==> config.mk <==
export PLATFORM = sky130hd
export DESIGN_NAME = bram_sample_streamer
export DESIGN_NICKNAME = d
export VERILOG_FILES = /design/src/rtl/bram_sample_streamer.sv
export SDC_FILE = /design/constraint.sdc
export NUM_CORES = 1
export LEC_CHECK = 0
export CORE_MARGIN = 3
export CORE_UTILIZATION = 45
export DETAILED_ROUTE_END_ITERATION = 7
export PLACE_DENSITY = 0.9
export SYNTH_ARGS = -nofsm -noshare
export SYNTH_HDL_FRONTEND = slang
export SYNTH_SLANG_ARGS = --single-unit
==> constraint.sdc <==
create_clock -name clk -period 7.02 [get_ports clk]
set_input_delay 1.755 -clock clk [delete_from_list [all_inputs] [get_ports clk]]
set_output_delay 1.755 -clock clk [all_outputs]
set_load 0.005 [all_outputs]
==> src/rtl/bram_sample_streamer.sv <==
// bram_sample_streamer: paces reads out of the shared sample BRAM at a fixed
// audio rate and hands each word to the synth datapath on a valid/ready stream.
// Read-only on the BRAM's second port.
// Optional feature: define BRAM_STREAM_TLAST_EN to add a sample_tlast output
// that marks the sample fetched from the last BRAM word.
module bram_sample_streamer #(
    parameter int BRAM_DEPTH     = 2048,
    parameter int DATA_W         = 32,
    parameter int CLK_MHZ        = 100,
    parameter int SAMPLE_RATE_HZ = 48000,
    parameter int READ_LATENCY   = 1
) (
    input  logic              clk,
    input  logic              rst_n,
    input  logic              enable,
    input  logic              restart,
    output logic [31:0]       BRAM_addr,
    output logic              BRAM_clk,
    output logic [31:0]       BRAM_din,
    input  logic [31:0]       BRAM_dout,
    output logic              BRAM_en,
    output logic              BRAM_rst,
    output logic [3:0]        BRAM_we,
    output logic [DATA_W-1:0] sample_tdata,
    output logic              sample_tvalid,
    input  logic              sample_tready,
    output logic              wrap_pulse,
`ifdef BRAM_STREAM_TLAST_EN
    output logic              sample_tlast,
`endif
    output logic [15:0]       overrun_cnt
);

    localparam int DIV   = (CLK_MHZ * 1_000_000) / SAMPLE_RATE_HZ;
    localparam int CNT_W = (DIV > 1) ? $clog2(DIV) : 1;
    localparam int IDX_W = (BRAM_DEPTH > 1) ? $clog2(BRAM_DEPTH) : 1;
    localparam int LAT_W = (READ_LATENCY > 1) ? $clog2(READ_LATENCY) : 1;

    localparam logic [CNT_W-1:0] DIV_LAST = CNT_W'(DIV - 1);
    localparam logic [IDX_W-1:0] IDX_LAST = IDX_W'(BRAM_DEPTH - 1);
    localparam logic [LAT_W-1:0] LAT_LAST = LAT_W'(READ_LATENCY - 1);

    // A tick period shorter than one full fetch would make every tick overrun.
    if (DIV < READ_LATENCY + 3) begin : g_div_check
        $error("bram_sample_streamer: DIV=%0d is smaller than READ_LATENCY+3", DIV);
    end

    typedef enum logic [1:0] {
        ST_IDLE,
        ST_READ,
        ST_WAIT,
        ST_HOLD
    } state_t;

    state_t            state_q;
    logic [CNT_W-1:0]  tickCnt_q;
    logic [CNT_W-1:0]  tickCnt_d;
    logic [IDX_W-1:0]  index_q;
    logic [LAT_W-1:0]  waitCnt_q;
    logic [DATA_W-1:0] tdata_q;
    logic              tvalid_q;
    logic              wrap_q;
    logic [15:0]       overrun_q;
    logic              tick;
    logic              overrunHit;
    logic              captureNow;

    // Sample-rate divider: counts while enabled, parks at zero otherwise.
    always_comb begin
        tick      = 1'b0;
        tickCnt_d = '0;
        if (enable) begin
            if (tickCnt_q == DIV_LAST) begin
                tick = 1'b1;
            end else begin
                tickCnt_d = tickCnt_q + CNT_W'(1);
            end
        end
    end

    // A tick is lost whenever the fetch path is busy or the last sample is still unaccepted.
    assign overrunHit = tick && ((state_q == ST_READ) || (state_q == ST_WAIT) ||
                                 ((state_q == ST_HOLD) && !sample_tready));

    assign captureNow = (state_q == ST_WAIT) && (waitCnt_q == LAT_LAST);

    // Fetch FSM plus all registered stream outputs, index and overrun bookkeeping.
    always_ff @(posedge clk) begin
        if (!rst_n) begin
            state_q   <= ST_IDLE;
            tickCnt_q <= '0;
            index_q   <= '0;
            waitCnt_q <= '0;
            tdata_q   <= '0;
            tvalid_q  <= 1'b0;
            wrap_q    <= 1'b0;
            overrun_q <= '0;
        end else begin
            tickCnt_q <= tickCnt_d;
            wrap_q    <= 1'b0;
            if (overrunHit && (overrun_q != 16'hFFFF)) begin
                overrun_q <= overrun_q + 16'd1;
            end
            case (state_q)
                ST_IDLE: begin
                    if (restart) begin
                        index_q <= '0;
                    end
                    if (tick) begin
                        state_q <= ST_READ;
                    end
                end
                ST_READ: begin
                    waitCnt_q <= '0;
                    state_q   <= ST_WAIT;
                end
                ST_WAIT: begin
                    if (captureNow) begin
                        tdata_q  <= BRAM_dout[DATA_W-1:0];
                        tvalid_q <= 1'b1;
                        state_q  <= ST_HOLD;
                    end else begin
                        waitCnt_q <= waitCnt_q + LAT_W'(1);
                    end
                end
                ST_HOLD: begin
                    if (sample_tready) begin
                        tvalid_q <= 1'b0;
                        if (restart) begin
                            index_q <= '0;
                        end else if (index_q == IDX_LAST) begin
                            index_q <= '0;
                            wrap_q  <= 1'b1;
                        end else begin
                            index_q <= index_q + IDX_W'(1);
                        end
                        state_q <= tick ? ST_READ : ST_IDLE;
                    end else if (restart) begin
                        index_q <= '0;
                    end
                end
                default: state_q <= ST_IDLE;
            endcase
        end
    end

`ifdef BRAM_STREAM_TLAST_EN
    logic tlast_q;

    // Last-word marker captured together with tdata and held with it.
    always_ff @(posedge clk) begin
        if (!rst_n) begin
            tlast_q <= 1'b0;
        end else if (captureNow) begin
            tlast_q <= (index_q == IDX_LAST);
        end
    end

    assign sample_tlast = tlast_q;
`endif

    assign BRAM_addr     = {{(32 - IDX_W - 2){1'b0}}, index_q, 2'b00};
    assign BRAM_clk      = clk;
    assign BRAM_din      = '0;
    assign BRAM_en       = (state_q == ST_READ) || (state_q == ST_WAIT);
    assign BRAM_rst      = ~rst_n;
    assign BRAM_we       = 4'b0000;
    assign sample_tdata  = tdata_q;
    assign sample_tvalid = tvalid_q;
    assign wrap_pulse    = wrap_q;
    assign overrun_cnt   = overrun_q;

endmodule
======== Word level (Yosys, flattened, before mapping) ========
Index checks and enable logic that the tools add are counted.
cells by class
  $add $sub $neg .......................... 4
  equal/unequal tests ..................... 10
  multiplexer cells ....................... 18
  bitwise operators ....................... 5
  reduce and logical (&&, ||, !) cells .... 17
operators with widths
  kind                   number
  $mux 11                4
  $pmux 11 s2            1
  $add 16x1->16 const B  1
  $ne 16x16->1 const B   1
  $add 12x1->12 const B  1
  $eq 12x12->1 const B   1
  $add 11x1->11 const B  1
  $eq 11x11->1 const B   1
  $ne 2x2->1 const B     4
  $pmux 2 s4             1
  $mux 1                 7
  $mux 2                 3
  $reduce_and 3->1       2
  $reduce_bool 2->1      3
  $not 1->1              5
  $eq 2x2->1 const B     2
  $logic_and 1x1->1      4
  $pmux 1 s2             2
  $reduce_and 2->1       2
  $reduce_or 4->1        1
  $reduce_or 3->1        1
  $eq 2x1->1 const B     1
  $logic_not 2->1        1
  $logic_or 1x1->1       2
  2 further kinds        2
storage, ports and cells
  flip-flop bits (word level) ............. 76
  bits of input ports ..................... 37
  logic and storage cells ................. 62

======== Longest topological paths before layout ========
  depth in word-level cells ............... 6
  gate-level depth with buffers ........... 8
  gate-level depth less buffers ........... 7

==> flow_results.xml <==
<?xml version="1.0" encoding="UTF-8"?>
<metrics>
  <group name="run_status">
    <metric name="status" unit="">finished clean</metric>
  </group>
  <group name="routing">
    <metric name="wl_per_cell" unit="µm">12.8</metric>
    <metric name="avgViaCountPerCell" unit="">4.95</metric>
    <metric name="routed-via-count" unit="">3244</metric>
    <metric name="drt_drc_violations_left" unit="">0</metric>
    <metric name="highest-signal-layer" unit="">met4</metric>
    <metric name="drtAntennaViolNets" unit="">0</metric>
    <metric name="detailedRoute.firstPassIterationCount" unit="">6</metric>
    <metric name="met3_length" unit="µm">488</metric>
    <metric name="met1Wirelength" unit="mm">3.58</metric>
    <metric name="number_of_violations_reported_at_the_end_of_detailed_routing_iteration_0" unit="">98</metric>
    <metric name="sum_of_met2_wire_segment_lengths_after_detailed_routing" unit="mm">4.25</metric>
    <metric name="wirelength" unit="mm">8.42</metric>
  </group>
  <group name="setup_path">
    <metric name="crit-reg2reg-capture" unit="">overrun_cnt[12]</metric>
    <metric name="critical_path_cell_by_cell" unit="">clkbuf_8 -&gt; clkbuf_8 -&gt; clkdlybuf4s50_1</metric>
    <metric name="worst-path-stages" unit="">3</metric>
    <metric name="end_kind" unit="">output pin</metric>
    <metric name="required" unit="ps">5270</metric>
    <metric name="setup_crit_start_kind" unit="">clock port</metric>
    <metric name="flop2flop_setup_slack" unit="ps">4610</metric>
    <metric name="timing.critical_path.buf_inv" unit="">3</metric>
    <metric name="crit_top_cell" unit="">sky130_fd_sc_hd__clkbuf_8</metric>
    <metric name="arrival" unit="ps">4170</metric>
    <metric name="largest_fanout_of_any_net_on_the_critical_path" unit="">2</metric>
    <metric name="timing.critical_path.max_delay_family" unit="">buffers and inverters</metric>
    <metric name="rr_startpoint" unit="">state_q[1]</metric>
    <metric name="cpMaxStageDelayCell" unit="">sky130_fd_sc_hd__clkdlybuf4s50_1</metric>
    <metric name="critical-path-max-stage-delay" unit="ps">430</metric>
    <metric name="worst_setup_path_type" unit="">clock port to output pin</metric>
    <metric name="worstRegToRegCells" unit="">6</metric>
  </group>
  <group name="power_and_ir_drop">
    <metric name="max-vdd-ir-drop" unit="V">0.000103</metric>
    <metric name="p_comb_share" unit="%">4.9</metric>
    <metric name="power_density" unit="nW/µm²">173</metric>
    <metric name="clkPwrFrac" unit="%">42.8</metric>
    <metric name="cellInternalPower" unit="mW">0.642</metric>
    <metric name="p_switching" unit="mW">0.184</metric>
    <metric name="p_seq_share" unit="%">52.3</metric>
    <metric name="p_sw_share" unit="%">22.3</metric>
    <metric name="power.static_leakage" unit="nW">1.72</metric>
  </group>
  <group name="yosys">
    <metric name="netlist_instances" unit="">453</metric>
    <metric name="synth.cell_area" unit="µm²">3720</metric>
    <metric name="combinational_family_with_the_most_area_after_synthesis" unit="">simple AND/OR/NAND/NOR gates</metric>
    <metric name="synth_xor_area_share" unit="%">5.41</metric>
    <metric name="synth_area_leaders" unit="">sky130_fd_sc_hd__dfxtp_1 (41%), sky130_fd_sc_hd__buf_4 (12%), sky130_fd_sc_hd__nand2_1 (9.1%)</metric>
    <metric name="synth_compound_gate_area_share" unit="%">10.3</metric>
    <metric name="synth_mux_area_share" unit="%">1.08</metric>
    <metric name="synth-seq-cells" unit="">76</metric>
    <metric name="yosys_most_used_dff" unit="">sky130_fd_sc_hd__dfxtp_1</metric>
    <metric name="postSynthAreaPerCell" unit="µm²">8.21</metric>
    <metric name="netlist-cell-type-count" unit="">44</metric>
    <metric name="netlist.top_cell.by_area" unit="">sky130_fd_sc_hd__dfxtp_1</metric>
    <metric name="yosys_warnings" unit="">0</metric>
    <metric name="async_flop_share" unit="%">0</metric>
    <metric name="synth-seq-area-share" unit="%">40.9</metric>
    <metric name="synth_simple_gate_area_share" unit="%">24.6</metric>
    <metric name="synthAdderAreaFrac" unit="%">3.03</metric>
    <metric name="synth_enable_flop_cells" unit="">0</metric>
    <metric name="synth_top_cell_area_share" unit="%">40.9</metric>
  </group>
  <group name="clocking">
    <metric name="clk_pin_slew_worst_paths" unit="ps">70</metric>
    <metric name="ctsHoldBuffers" unit="">0</metric>
    <metric name="skew_pair_late_insertion_delay" unit="ps">440</metric>
    <metric name="post-cts-setup-buffers" unit="">0</metric>
    <metric name="cts_repair_resize_count" unit="">0</metric>
    <metric name="clock_tree_from_tritoncts" unit="">yes</metric>
  </group>
  <group name="floorplan">
    <metric name="starting_utilization_of_the_core_area" unit="%">47.2</metric>
    <metric name="rows" unit="">32</metric>
    <metric name="design.die.area" unit="µm²">9400</metric>
    <metric name="die_h" unit="µm">96.9</metric>
    <metric name="design.portCount" unit="">158</metric>
    <metric name="core_region_area" unit="µm²">7890</metric>
    <metric name="die_w" unit="µm">96.9</metric>
  </group>
  <group name="final_layout">
    <metric name="layout-area-overhead-vs-synth" unit="%">28.6</metric>
    <metric name="fin_cells" unit="">656</metric>
    <metric name="drive_gt1_share" unit="%">5.05</metric>
    <metric name="most_used_cells_in_the_layout_excluding_fill_and_tap_cells" unit="">sky130_fd_sc_hd__clkdlybuf4s50_1 (100), sky130_fd_sc_hd__nand2_1 (90), sky130_fd_sc_hd__dfxtp_1 (76)</metric>
    <metric name="n_fill_cell" unit="">682</metric>
    <metric name="final_common_cell" unit="">sky130_fd_sc_hd__clkdlybuf4s50_1</metric>
    <metric name="antenna_cells_inserted" unit="">0</metric>
    <metric name="final_net_count" unit="">596</metric>
  </group>
  <group name="grt">
    <metric name="grt_first_pass_wirelength" unit="mm">13.7</metric>
    <metric name="globalRouteTotalUtil" unit="%">17.4</metric>
    <metric name="antenna_found_initial" unit="">0</metric>
    <metric name="global_route.overflow_total" unit="">0</metric>
    <metric name="grt_start_max_net_pins" unit="">48</metric>
    <metric name="via_count_of_the_first_global_routing_pass" unit="">2946</metric>
  </group>
  <group name="timing">
    <metric name="final_hold_viol_count" unit="">0</metric>
    <metric name="clock_skew" unit="ps">9.62</metric>
    <metric name="rsz0062_at_grt" unit="">no</metric>
    <metric name="setup_ws_final" unit="ps">1100</metric>
    <metric name="fin_hold_ws" unit="ps">456</metric>
    <metric name="tightest_slew" unit="ps">1240</metric>
    <metric name="setup_viol_count_final" unit="">0</metric>
    <metric name="maxSlewHeadroom" unit="%">16.8</metric>
    <metric name="setup_total_negative_slack" unit="ps">0</metric>
    <metric name="maxSlewViolCount" unit="">0</metric>
  </group>
  <group name="place">
    <metric name="hpwlAfterDp" unit="mm">6.11</metric>
    <metric name="place.gp.congestion" unit="">0.827</metric>
    <metric name="dp_cells" unit="">638</metric>
    <metric name="post-place-ws" unit="ps">1340</metric>
    <metric name="numPortBuffers" unit="">100</metric>
  </group>
  <group name="min_path">
    <metric name="hold_path_startpoint" unit="">sample_tdata[16]</metric>
    <metric name="whs_endpoint" unit="">sample_tdata[16]</metric>
    <metric name="min_path_type" unit="">flip-flop to flip-flop</metric>
    <metric name="worstHoldPathCells" unit="">2</metric>
  </group>
  <group name="flow_run">
    <metric name="maxCapViolCount" unit="">0</metric>
  </group>
</metrics>
kinds of logic (layout without fill, tap and decap cells):
kind of cell	count (synthesis)	in the layout
AO/OA/AOI/OAI	65	65
XOR/XNOR	23	23
adder cells (fa/ha/maj)	9	9
buffers and inverters	84	129
flip-flops	76	76
multiplexers	4	4
other	1	57
AND/OR/NAND/NOR	191	191
tightest hold or removal path, stage by stage, from the launching register on:
cell	delay (ps)
sky130_fd_sc_hd__dfxtp_1	310
sky130_fd_sc_hd__nand2_1	50
sky130_fd_sc_hd__a21oi_1	50
state kept, by name (all words and copies together), names as in the netlist:
register / count
sample_tvalid: 1
waitCnt_q: 1
overrun_cnt: 16
wrap_pulse: 1
index_q: 11
sample_tdata: 32
state_q: 2
tickCnt_q: 12
synthesized netlist by cell type, types with 4 or more instances:
master / instances
sky130_fd_sc_hd__nand2_1: 90
sky130_fd_sc_hd__xnor2_1: 15
sky130_fd_sc_hd__buf_4: 58
sky130_fd_sc_hd__inv_1: 10
sky130_fd_sc_hd__nor3_1: 6
sky130_fd_sc_hd__nor4_1: 6
sky130_fd_sc_hd__a21oi_1: 45
sky130_fd_sc_hd__nor2_1: 34
sky130_fd_sc_hd__mux2i_1: 4
sky130_fd_sc_hd__dfxtp_1: 76
sky130_fd_sc_hd__and3_1: 5
sky130_fd_sc_hd__or3_1: 4
sky130_fd_sc_hd__o21ai_0: 7
sky130_fd_sc_hd__clkbuf_1: 14
sky130_fd_sc_hd__nand3_1: 11
sky130_fd_sc_hd__nand4_1: 12
sky130_fd_sc_hd__ha_1: 9
sky130_fd_sc_hd__xor2_1: 8
cell type report:
class	instances	area, µm²	area share [%]
Clock buffer	15	203	4.24
Timing Repair Buffer	100	998	20.9
Inverter	10	37.5	0.785
Sequential cell	76	1520	31.8
Clock inverter	4	25.0	0.523
Tap cell	102	128	2.67
Multi-Input combinational cell	349	1870	39.1
stage by stage:
stage | util (%) | instance area (µm²) | total power, mW
global route | 60.7 | 4780 | 0.858
detailed placement | 57.9 | 4570 | 0.493
finish | 60.7 | 4780 | 0.825
CTS | 60.7 | 4780 | 0.839
floorplan | - | 3930 | 0.489
global placement | 57.9 | 4570 | 0.493
worst max path at each step:
stage                     from       end  slack [ps]
after floorplan            clk  BRAM_clk        1640
after global placement     clk  BRAM_clk        1340
after detailed placement   clk  BRAM_clk        1340
after CTS                  clk  BRAM_clk        1090
after global routing       clk  BRAM_clk        1080
final                      clk  BRAM_clk        1100
metal layers:
layer	GRT usage (%)	vias to the layer above
met5	0	-
met4	7.67	0
met3	4.04	11
met2	30.0	122
met1	20.5	1504
li1	-	1607
power by group through the flow:
stage                     sequential (mW)  clock [mW]  combinational [mW]
after global routing                0.432       0.382              0.0440
after CTS                           0.432       0.368              0.0392
after global placement              0.442      0.0120              0.0386
after floorplan                     0.442     0.00923              0.0381
final                               0.432       0.353              0.0402
after detailed placement            0.442      0.0120              0.0389
Note: power is estimated with default switching activity, not from simulation.
